**src/rtl/ucsbece154a_memarb.sv**
```systemverilog
// Two-requester memory arbiter: core and loader/debug ports share one
// registered memory request port. Round-robin on ties, bounded memory wait
// with a timeout error, one-cycle completion/error pulses.
module ucsbece154a_memarb #(
   parameter int TIMEOUT = 15,
   parameter int AW      = 32
) (
   input  logic          clk,
   input  logic          reset,
   input  logic          c_req_i,
   input  logic          c_we_i,
   input  logic [AW-1:0] c_adr_i,
   input  logic [AW-1:0] c_wd_i,
   output logic          c_ack_o,
   output logic          c_err_o,
   input  logic          d_req_i,
   input  logic          d_we_i,
   input  logic [AW-1:0] d_adr_i,
   input  logic [AW-1:0] d_wd_i,
   output logic          d_ack_o,
   output logic          d_err_o,
   output logic [AW-1:0] rd_o,
   output logic          mem_req_o,
   output logic          mem_we_o,
   output logic [AW-1:0] mem_adr_o,
   output logic [AW-1:0] mem_wd_o,
   input  logic [AW-1:0] mem_rd_i,
   input  logic          mem_ack_i
);

   localparam int CW = $clog2(TIMEOUT + 1);
   localparam logic [CW-1:0] CNT_LAST = CW'(TIMEOUT - 1);

   typedef enum logic [1:0] {IDLE, BUSY, DONE} state_t;

   state_t        state_q, state_d;
   // 1 = loader granted last (and is the current winner while BUSY/DONE)
   logic          ptr_q, ptr_d;
   logic [CW-1:0] cnt_q, cnt_d;
   logic          mem_req_q, mem_req_d;
   logic          mem_we_q, mem_we_d;
   logic [AW-1:0] mem_adr_q, mem_adr_d;
   logic [AW-1:0] mem_wd_q, mem_wd_d;
   logic [AW-1:0] rd_q, rd_d;
   logic          c_ack_q, c_ack_d;
   logic          c_err_q, c_err_d;
   logic          d_ack_q, d_ack_d;
   logic          d_err_q, d_err_d;
   logic          sel_loader;

   // Winner pick: on a tie the side not granted last wins, a lone requester always wins
   always_comb begin
      sel_loader = d_req_i;
      if (c_req_i && d_req_i) sel_loader = ~ptr_q;
   end

   // Next-state and registered-output logic
   always_comb begin
      state_d   = state_q;
      ptr_d     = ptr_q;
      cnt_d     = cnt_q;
      mem_req_d = mem_req_q;
      mem_we_d  = mem_we_q;
      mem_adr_d = mem_adr_q;
      mem_wd_d  = mem_wd_q;
      rd_d      = rd_q;
      c_ack_d   = 1'b0;
      c_err_d   = 1'b0;
      d_ack_d   = 1'b0;
      d_err_d   = 1'b0;
      case (state_q)
         IDLE: begin
            if (c_req_i || d_req_i) begin
               ptr_d     = sel_loader;
               mem_req_d = 1'b1;
               mem_we_d  = sel_loader ? d_we_i  : c_we_i;
               mem_adr_d = sel_loader ? d_adr_i : c_adr_i;
               mem_wd_d  = sel_loader ? d_wd_i  : c_wd_i;
               cnt_d     = '0;
               state_d   = BUSY;
            end
         end
         BUSY: begin
            // An ack in the final wait cycle takes priority over the timeout
            if (mem_ack_i) begin
               rd_d      = mem_rd_i;
               mem_req_d = 1'b0;
               c_ack_d   = ~ptr_q;
               d_ack_d   = ptr_q;
               state_d   = DONE;
            end else if (cnt_q == CNT_LAST) begin
               mem_req_d = 1'b0;
               c_err_d   = ~ptr_q;
               d_err_d   = ptr_q;
               state_d   = DONE;
            end else begin
               cnt_d = cnt_q + 1'b1;
            end
         end
         DONE: begin
            // Requests are not sampled here so the requester can drop its request
            state_d = IDLE;
         end
         default: begin
            state_d = IDLE;
         end
      endcase
   end

   // State and output registers with asynchronous reset
   always_ff @(posedge clk or posedge reset) begin
      if (reset) begin
         state_q   <= IDLE;
         ptr_q     <= 1'b1;
         cnt_q     <= '0;
         mem_req_q <= 1'b0;
         mem_we_q  <= 1'b0;
         mem_adr_q <= '0;
         mem_wd_q  <= '0;
         rd_q      <= '0;
         c_ack_q   <= 1'b0;
         c_err_q   <= 1'b0;
         d_ack_q   <= 1'b0;
         d_err_q   <= 1'b0;
      end else begin
         state_q   <= state_d;
         ptr_q     <= ptr_d;
         cnt_q     <= cnt_d;
         mem_req_q <= mem_req_d;
         mem_we_q  <= mem_we_d;
         mem_adr_q <= mem_adr_d;
         mem_wd_q  <= mem_wd_d;
         rd_q      <= rd_d;
         c_ack_q   <= c_ack_d;
         c_err_q   <= c_err_d;
         d_ack_q   <= d_ack_d;
         d_err_q   <= d_err_d;
      end
   end

   assign c_ack_o   = c_ack_q;
   assign c_err_o   = c_err_q;
   assign d_ack_o   = d_ack_q;
   assign d_err_o   = d_err_q;
   assign rd_o      = rd_q;
   assign mem_req_o = mem_req_q;
   assign mem_we_o  = mem_we_q;
   assign mem_adr_o = mem_adr_q;
   assign mem_wd_o  = mem_wd_q;

endmodule

```
**config.mk**
```make
export PLATFORM = sky130hd
export DESIGN_NAME = ucsbece154a_memarb
export DESIGN_NICKNAME = d
export VERILOG_FILES = /design/src/rtl/ucsbece154a_memarb.sv
export SDC_FILE = /design/constraint.sdc
export NUM_CORES = 1
export LEC_CHECK = 0
export CAP_MARGIN = 30
export CORE_ASPECT_RATIO = 0.9
export CORE_MARGIN = 3
export CORE_UTILIZATION = 37
export DETAILED_ROUTE_END_ITERATION = 10
export HOLD_SLACK_MARGIN = 0.03
export PLACE_DENSITY = 0.79
export SYNTH_ARGS = -nofsm -noshare
export SYNTH_HDL_FRONTEND = slang
export SYNTH_SLANG_ARGS = --single-unit
```
**constraint.sdc**
```tcl
create_clock -name clk -period 3.7 [get_ports clk]
set_clock_uncertainty 0.05 [all_clocks]
set_input_delay 0.74 -clock clk [delete_from_list [all_inputs] [get_ports clk]]
set_output_delay 0.74 -clock clk [all_outputs]
set_load 0.1 [all_outputs]
```
### Yosys cells after proc, flatten, opt, wreduce, memory -nomap -nowiden

Cells that the tools add are included.

* multiplexer cells: 26
* reductions and logical operators: 9
* div/mod/pow operators: 0
* $mul: 0
* magnitude comparators: 0
* shifts and indexed selects: 0
* bitwise operators: 1
* equality and inequality tests: 6
* add/sub/neg operators: 1

Operators by type and width (number)
* $mux 32: 2
* $mux 1: 15
* $mux 4: 3
* $pmux 4 s2: 1
* $mux 2: 3
* $ne 2x2->1 const B: 3
* $reduce_and 2->1: 3
* $add 4x1->4 const B: 1
* $eq 4x4->1 const B: 1
* $pmux 2 s2: 1
* $reduce_and 4->1: 1
* $ne 3x3->1 const B: 1
* $reduce_and 3->1: 1
* $eq 2x1->1 const B: 1
* $logic_not 2->1: 1
* $pmux 1 s2: 1
* $reduce_bool 2->1: 1
* $logic_and 1x1->1: 1
* $logic_or 1x1->1: 1
* $not 1->1: 1

* RAM bits: 0
* bits of input ports: 167
* register bits after elaboration: 109
* bits in read-only memories: 0
* output and inout port bits: 102
* memories: 0
* latch bits: 0

### Depth between registers and ports, before layout

Gate-level depths: netlist (run 1).

* word-level depth: 4
* depth in mapped cells: 5
* gate-level depth less buffers: 5

### Worst setup path after synthesis (run 1)

Ideal clock, no wire load.

* path type: in2reg
* start point: in d_req_i
* end point: reg mem_adr_q[18], in the netlist mem_adr_o[18]
* setup time: 0.125 ns
* buffers on the path: 2
* arrival time: 1.814 ns
* stages on the path: 5
* data required time: 3.525 ns
* path slack: 1.711 ns
* cells stage by stage: a21boi_1 buf_6 buf_6 mux2_4 mux2_2

* cells in the longest elaborated chain, start to end: 3
* elaborated cells between the ends (all ways): 5
* those cells by class: mux: 2; reduce/logical: 3

Ends and longest elaborated chain
* from (decl): RTL line 16 `input logic d_req_i,`
* $logic_and 1x1->1: RTL line 54 `if (c_req_i && d_req_i) sel_loader = ~ptr_q;`
* $mux 1: RTL line 54
* $mux 32: RTL line 77 `mem_adr_d = sel_loader ? d_adr_i : c_adr_i;`
* to (signal assigned): RTL line 131 `mem_adr_q <= mem_adr_d;`
* to (decl): RTL line 42 `logic [AW-1:0] mem_adr_q, mem_adr_d;`

Several ways; a longest one is shown, not always the timed one.
A chain may end at the register's enable or synchronous reset.

### Worst setup path in the final report (run 1)

* start point: reg mem_wd_q[5], in the netlist mem_wd_o[5]
* end point: out mem_wd_o[5]

RTL lines
* from (decl): RTL line 43 `logic [AW-1:0] mem_wd_q, mem_wd_d;`
* from (signal assigned): RTL line 132 `mem_wd_q <= mem_wd_d;`
* to (decl): RTL line 26 `output logic [AW-1:0] mem_wd_o,`

No word-level cell between the ends.

==> results of run 1 <==
registers in the layout, indices dropped and copies added (netlist names):
signal and count:
mem_adr_o 32, mem_wd_o 32, rd_o 32, cnt_q 4
state_q 2, c_ack_o 1, c_err_o 1, d_ack_o 1
d_err_o 1, mem_req_o 1, mem_we_o 1, ptr_q 1
kinds of logic (layout without fill, tap and decap cells):
kind of cell / Yosys count / after routing / synth area share, %
multiplexers: 163 / 163 / 41.5
AND/OR/NAND/NOR: 20 / 20 / 2.14
flip-flops: 109 / 109 / 51.4
adder cells (fa/ha/maj): 2 / 2 / 0.471
buffers and inverters: 21 / 294 / 3.16
AO/OA/AOI/OAI: 10 / 10 / 1.37
per-layer routing:
metal | track usage, % | up-vias | share of wire [%]
met3 | 9.26 | 21 | 11
met4 | 5.58 | 0 | 2.1
li1 | - | 1701 | -
met5 | 0 | - | 0
met2 | 30.1 | 172 | 49
met1 | 19.2 | 1810 | 38
per-stage QoR:
stage | std cells | area (um^2) | util [%]
3_3_place_gp | 771 | 8170 | 59.5
4_1_cts | 787 | 8440 | 61.6
2_1_floorplan | 325 | 5310 | -
5_1_grt | 787 | 8440 | 61.6
6_report | 787 | 8440 | 61.6
3_5_place_dp | 771 | 8170 | 59.5
cell type report:
cell class	instances	area, um^2	share of cell area, %
Clock buffer	12	246	2.92
Timing Repair Buffer	274	2750	32.6
Tap cell	189	236	2.80
Multi-Input combinational cell	195	2430	28.8
Clock inverter	4	31.3	0.370
Sequential cell	109	2730	32.3
Inverter	4	17.5	0.207
how the worst min path moves through the flow:
| stage | from | to | slack (ps) | cells past startpoint |
|---|---|---|---|---|
| 2_1_floorplan | ptr_q | c_ack_o | 440 | 1 |
| 3_3_place_gp | rd_o[25] | rd_o[25] | 440 | 1 |
| 3_5_place_dp | rd_o[11] | rd_o[11] | 440 | 1 |
| 4_1_cts | rd_o[25] | rd_o[25] | 460 | 1 |
| 5_1_grt | mem_adr_o[6] | mem_adr_o[6] | 470 | 1 |
| 6_report | mem_adr_o[20] | mem_adr_o[20] | 460 | 1 |
synth_stat cells (2+ instances only):
library cell / instances / area (um^2)
mux2_2: 64 / 721
mux2_4: 98 / 1470
buf_4: 2 / 15.0
buf_6: 10 / 113
ha_1: 2 / 25.0
inv_1: 4 / 15.0
and3_1: 3 / 18.8
nand2_1: 2 / 7.51
dfrtp_1: 108 / 2700
nand2b_1: 2 / 12.5
nor2_1: 4 / 15.0
o221ai_1: 3 / 26.3
buf_2: 5 / 25.0
==> impl_metrics.json, run 1 <==
{
  "outcome": "complete, no violations",
  "routabilityCongestion": 0.781,
  "path_buf_inv": 1,
  "ys.flop_type": "dfrtp_1",
  "cts_buffer_depth": 2,
  "die_w_um": 132,
  "drv_slew": 0,
  "cp_num_cells": 1,
  "synth_area_per_cell_um2": 16.3,
  "cts_root_buffer": "clkbuf_16",
  "async_flop_share_pct": 100,
  "synth_cell_types": 31,
  "required_ps": 2910,
  "rr_worst_depth": 4,
  "fin_nets": 762,
  "slowest_stage": "clkdlybuf4s50_1",
  "gr-total-overflow": 0,
  "reg2reg_slack_ps": 1710,
  "grt_max_degree": 70,
  "final_common_cell": "clkdlybuf4s50_1",
  "antenna_found_initial": 0,
  "routed_wl_um": 14000,
  "cp_top_family": "buffers and inverters",
  "gr-usage-all-layers_pct": 17.7,
  "cts_tree": "done",
  "ctsResizeCount": 0,
  "place_ws_ps": 1010,
  "antennaDiodeCount": 0,
  "reg2reg_from": "state_q[1]",
  "fin_crit_sh_pct": 72.5,
  "drive_gt1_share_pct": 31.3,
  "syn-instance-count": 325,
  "setup_viol": 0,
  "cp.arrival_ps": 1890,
  "htreeDepth": 3,
  "fin_crit_ps": 2680,
  "num_vias": 3704,
  "crit_type": "flop to output pin",
  "yosysWarnings": 0,
  "drtIter0Drc": 100,
  "coreArea_um2": 13700,
  "crit_path_start_kind": "flop",
  "rsz0062_at_grt": "no",
  "synth_seq_cells": 109,
  "setup_ws_ps": 1020,
  "crit_end": "mem_wd_o[5]",
  "tightest_slew_ps": 1040,
  "avgRoutedWirePerCell_um": 17.8,
  "synth_edf_count": 0,
  "viasPerCell": 4.71,
  "r2r-end": "mem_we_o",
  "hold_viol_final": 0,
  "path_cells": "clkdlybuf4s50_1",
  "hold_path.class": "flop to flop",
  "max_cap_violations": 0,
  "ctsHoldBuffers": 0,
  "first_pass_iters": 4,
  "max_slew_margin_pct": 30.5,
  "grt_pass1_vias": 4147,
  "areaGrowthSynthToFinish_pct": 59.0,
  "final_cell_mix": "clkdlybuf4s50_1, dfrtp_1, mux2_4, mux2_2, clkbuf_16",
  "cp-end-kind": "output pin",
  "fill_cells": 1089,
  "drtAntennaViolNets": 0,
  "io_pins": 269,
  "rows": 40,
  "synthesis.nets": 494,
  "cts-buffers-inserted": 9,
  "fin_setup_tns_ps": 0,
  "portBuffers": 268,
  "clock_latency_ps": 350,
  "cp_max_fo": 2,
  "grt_first_pass_wirelength_um": 22200,
  "clk_pin_slew_ps": 70,
  "hold_ws_ps": 456,
  "startpoint": "mem_wd_o[5]",
  "max_stage_delay_ps": 1190,
  "clock.fmax_mhz": 373,
  "hpwl_um": 10600,
  "drcViolationCount": 0,
  "die-height_um": 120,
  "die_area_um2": 15800,
  "syn-cell-area_um2": 5310,
  "seq_area_frac_synth_pct": 51.4,
  "start_util_pct": 38.7,
  "post_cts_buffers": 0,
  "cts_sinks": 109
}
Power of run 1 is not shown: default switching activity piles up to over one toggle a cycle in this logic, so the estimate is an artifact.
==> inputs of run 2 (changes only) <==
Settings changed: CORE_UTILIZATION 37 to 40, PLACE_DENSITY 0.79 to 0.81.
Clock period 3.7 ns to 2.65 ns, I/O delays scaled along.
==> run 2 against run 1 <==
- sequential share of layout area grew 0.56 points
- sequential cell count is the same
- setup slack lost 450 ps
- clock-buffer cell count shrank 3
- critical path depth grew 5
- routed wire length shrank 0.95%
- first-iteration DRC count grew 42%
- global-route usage grew 0.87 points
- critical path type is now primary input to flop
==> impl_metrics.json, run 2 (synthesized netlist as in run 1, its figures left out) <==
{
  "fin_crit_ps": 2090,
  "die-height_um": 115,
  "portBuffers": 268,
  "drtAntennaViolNets": 0,
  "hpwl_um": 10500,
  "tightest_slew_ps": 590,
  "fin_nets": 768,
  "cts_sinks": 109,
  "crit_end": "mem_wd_o[31]",
  "drtIter0Drc": 142,
  "cts_buffer_depth": 2,
  "fill_cells": 955,
  "grt_max_degree": 110,
  "final_cell_mix": "clkdlybuf4s50_1, dfrtp_1, buf_4, mux2_4, mux2_2",
  "gr-usage-all-layers_pct": 18.6,
  "ctsHoldBuffers": 0,
  "io_pins": 269,
  "grt_first_pass_wirelength_um": 21400,
  "clk_pin_slew_ps": 80,
  "cp-end-kind": "flop",
  "ctsResizeCount": 0,
  "hold_path.class": "flop to flop",
  "hold_viol_final": 0,
  "final_common_cell": "clkdlybuf4s50_1",
  "viasPerCell": 4.81,
  "reg2reg_from": "state_q[1]",
  "first_pass_iters": 5,
  "htreeDepth": 3,
  "cts-buffers-inserted": 9,
  "cp.arrival_ps": 2270,
  "crit_path_start_kind": "primary input",
  "routabilityCongestion": 0.849,
  "drive_gt1_share_pct": 49.2,
  "cts_tree": "done",
  "max_cap_violations": 0,
  "min_path_cells": 1,
  "cts_root_buffer": "clkbuf_16",
  "die_w_um": 127,
  "startpoint": "d_req_i",
  "start_util_pct": 41.4,
  "rr_worst_depth": 4,
  "setup_viol": 0,
  "fin_crit_sh_pct": 78.7,
  "rows": 39,
  "areaGrowthSynthToFinish_pct": 56.3,
  "max_slew_margin_pct": 60.6,
  "antenna_found_initial": 0,
  "rsz0062_at_grt": "no",
  "fin_setup_tns_ps": 0,
  "r2r-end": "mem_wd_o[31]",
  "crit_type": "primary input to flop",
  "grt_pass1_vias": 4078,
  "num_vias": 3691,
  "clock.fmax_mhz": 479,
  "drv_slew": 0,
  "cp_max_fo": 20,
  "post_cts_buffers": 0,
  "outcome": "complete, no violations",
  "die_area_um2": 14700,
  "drcViolationCount": 0,
  "clock_latency_ps": 350,
  "gr-total-overflow": 0,
  "routed_wl_um": 13900,
  "avgRoutedWirePerCell_um": 18.1,
  "coreArea_um2": 12800,
  "reg2reg_slack_ps": 860,
  "required_ps": 2830,
  "antennaDiodeCount": 0,
  "hold_ws_ps": 461
}
==> run 2: cell count changes in the layout (fill, tap and decap cells not counted), sizes merged <==
cell / delta
clkdlybuf4s50: -102
clkinvlp: +2
clkinv: -2
bufinv: +1
inv: +2
buf: +108
clkbuf: -3
==> run 2: metal layers <==
metal	global-route usage (%)	vias up	wire length, um
li1	-	1718	-
met1	22.7	1809	5570
met2	32.7	146	7140
met3	4.60	18	920
met4	5.43	0	251
met5	0	-	0
==> run 2: worst min-delay path by stage <==
stage | from | to | slack [ps]
after CTS | rd_o[10] | rd_o[10] | 470
after global placement | rd_o[13] | rd_o[13] | 440
after global routing | mem_wd_o[5] | mem_wd_o[5] | 480
after floorplan | ptr_q | c_ack_o | 440
after detailed placement | rd_o[10] | rd_o[10] | 450
final | rd_o[28] | rd_o[28] | 460
==> run 2: through the flow <==
step / util (%) / setup WS, ps / cells / cell area (um^2)
CTS: 64.7 / 571 / 768 / 8300
global route: 64.7 / 530 / 768 / 8300
global placement: 62.2 / 253 / 752 / 7990
detailed placement: 62.2 / 193 / 752 / 7990
finish: 64.7 / 564 / 768 / 8300
floorplan: - / 755 / 325 / 5310
==> run 2: final cells by class <==
type,instances,area [um^2],share of cell area [%]
Clock buffer,9,225,2.71
Clock inverter,7,86.3,1.04
Inverter,4,18.8,0.226
Multi-Input combinational cell,195,2430,29.3
Sequential cell,109,2730,32.9
Tap cell,164,205,2.47
Timing Repair Buffer,280,2610,31.4
==> run 2: critical path, stage by stage <==
cell and delay, ps:
clkdlybuf4s50_1 510, a21boi_4 210, buf_12 180, buf_12 200
mux2_2 350, mux2_2 260
Power of run 2 is left out for the same reason.
==> inputs of run 3 (changes only) <==
Clock period 2.65 ns to 2.1 ns, I/O delays scaled along.
==> run 3 against run 2 <==
- critical path depth shrank 1
- sequential cell count is the same
- hold slack worse by 0.60 ps
- register-to-register slack got worse by 520 ps
- highest routed layer unchanged
==> impl_metrics.json, run 3 (synthesized netlist as in run 1, its figures left out) <==
{
  "outcome": "complete, no violations",
  "fin_crit_ps": 1940,
  "crit_path_start_kind": "primary input",
  "drv_slew": 0,
  "gr-total-overflow": 0,
  "clock.fmax_mhz": 515,
  "coreArea_um2": 12800,
  "fin_setup_tns_ps": 0,
  "post_dp_cell_area_um2": 7990,
  "max_slew_margin_pct": 76.4,
  "post_cts_buffers": 0,
  "cts_tree": "done",
  "io_pins": 269,
  "tightest_slew_ps": 354,
  "grt_pass1_vias": 4056,
  "cp_max_fo": 40,
  "fin_nets": 770,
  "drtAntennaViolNets": 0,
  "fin_crit_sh_pct": 92.4,
  "start_util_pct": 41.4,
  "die-height_um": 115,
  "clock_latency_ps": 350,
  "antenna_found_initial": 0,
  "drcViolationCount": 0,
  "fill_cells": 955,
  "setup_ws_ps": 160,
  "clk_pin_slew_ps": 70,
  "cts_sinks": 109,
  "antennaDiodeCount": 0,
  "cts_root_buffer": "clkbuf_16",
  "setup_viol": 0,
  "required_ps": 2280,
  "gr-usage-all-layers_pct": 18.6,
  "design_area_um2": 8280,
  "first_pass_iters": 7,
  "final_cell_mix": "clkdlybuf4s50_1, buf_4, dfrtp_1, mux2_4, mux2_2",
  "viasPerCell": 4.88,
  "routed_wl_um": 13900,
  "cts-buffers-inserted": 9,
  "final_common_cell": "clkdlybuf4s50_1",
  "hpwl_um": 10700,
  "grt_first_pass_wirelength_um": 21400,
  "num_vias": 3757,
  "ctsHoldBuffers": 0,
  "ctsResizeCount": 0,
  "crit_type": "primary input to flop",
  "max_cap_violations": 0,
  "cts_buffer_depth": 2,
  "portBuffers": 268,
  "avgRoutedWirePerCell_um": 18.1,
  "rows": 39,
  "die_w_um": 127,
  "place_ws_ps": -203,
  "cp-end-kind": "flop",
  "drive_gt1_share_pct": 49.3,
  "hold_viol_final": 0,
  "routabilityCongestion": 0.818,
  "drtIter0Drc": 110,
  "grt_max_degree": 61,
  "hold_path.class": "flop to flop",
  "die_area_um2": 14700,
  "htreeDepth": 3,
  "rsz0062_at_grt": "no",
  "cp.arrival_ps": 2120,
  "areaGrowthSynthToFinish_pct": 56.0
}
run 3: changes by cell type in the layout (fill, tap and decap cells not counted):
cell	change
clkinv_4	+3
bufinv_16	-1
clkinvlp_4	-1
buf_4	+3
inv_6	-1
buf_12	-1
run 3: area by class of cell:
type,instances,area (um^2),area share [%]
clock buffer,9,225,2.72
clock inverter,7,66.3,0.801
inverter,4,18.8,0.227
multi-input combinational,195,2430,29.3
sequential,109,2730,33.0
tap,164,205,2.48
timing repair buffer,282,2610,31.5
run 3: worst paths after layout:
check                      slack, ps           end  cells after the start        from
max                              160  mem_wd_o[31]                      5     d_req_i
min                              460       rd_o[0]                      1     rd_o[0]
max reg2reg                      340  mem_wd_o[31]                      4  state_q[1]
min reg2reg                      460       rd_o[0]                      1     rd_o[0]
max in group asynchronous       1220         ptr_q                      3       reset
min in group asynchronous        470  mem_adr_o[9]                      3       reset
run 3: routing by layer:
layer	up-vias	global-route usage [%]	share of wire (%)
met5	-	0	0
met2	162	32.5	51
met4	0	6.29	2.4
met3	24	5.71	7.5
met1	1846	21.8	39
li1	1725	-	-
run 3: per-stage QoR:
step	hold WS (ps)	std cells	utilization, %
2_1_floorplan	433	325	-
3_3_place_gp	440	754	62.3
3_5_place_dp	445	754	62.3
4_1_cts	462	770	64.5
5_1_grt	474	770	64.5
6_report	460	770	64.5
run 3: worst max-delay path: stages:
cell and delay (ps):
clkdlybuf4s50_1 500, a21boi_4 240, buf_12 290, mux2_2 370
mux2_2 260
Power of run 3 is left out for the same reason.
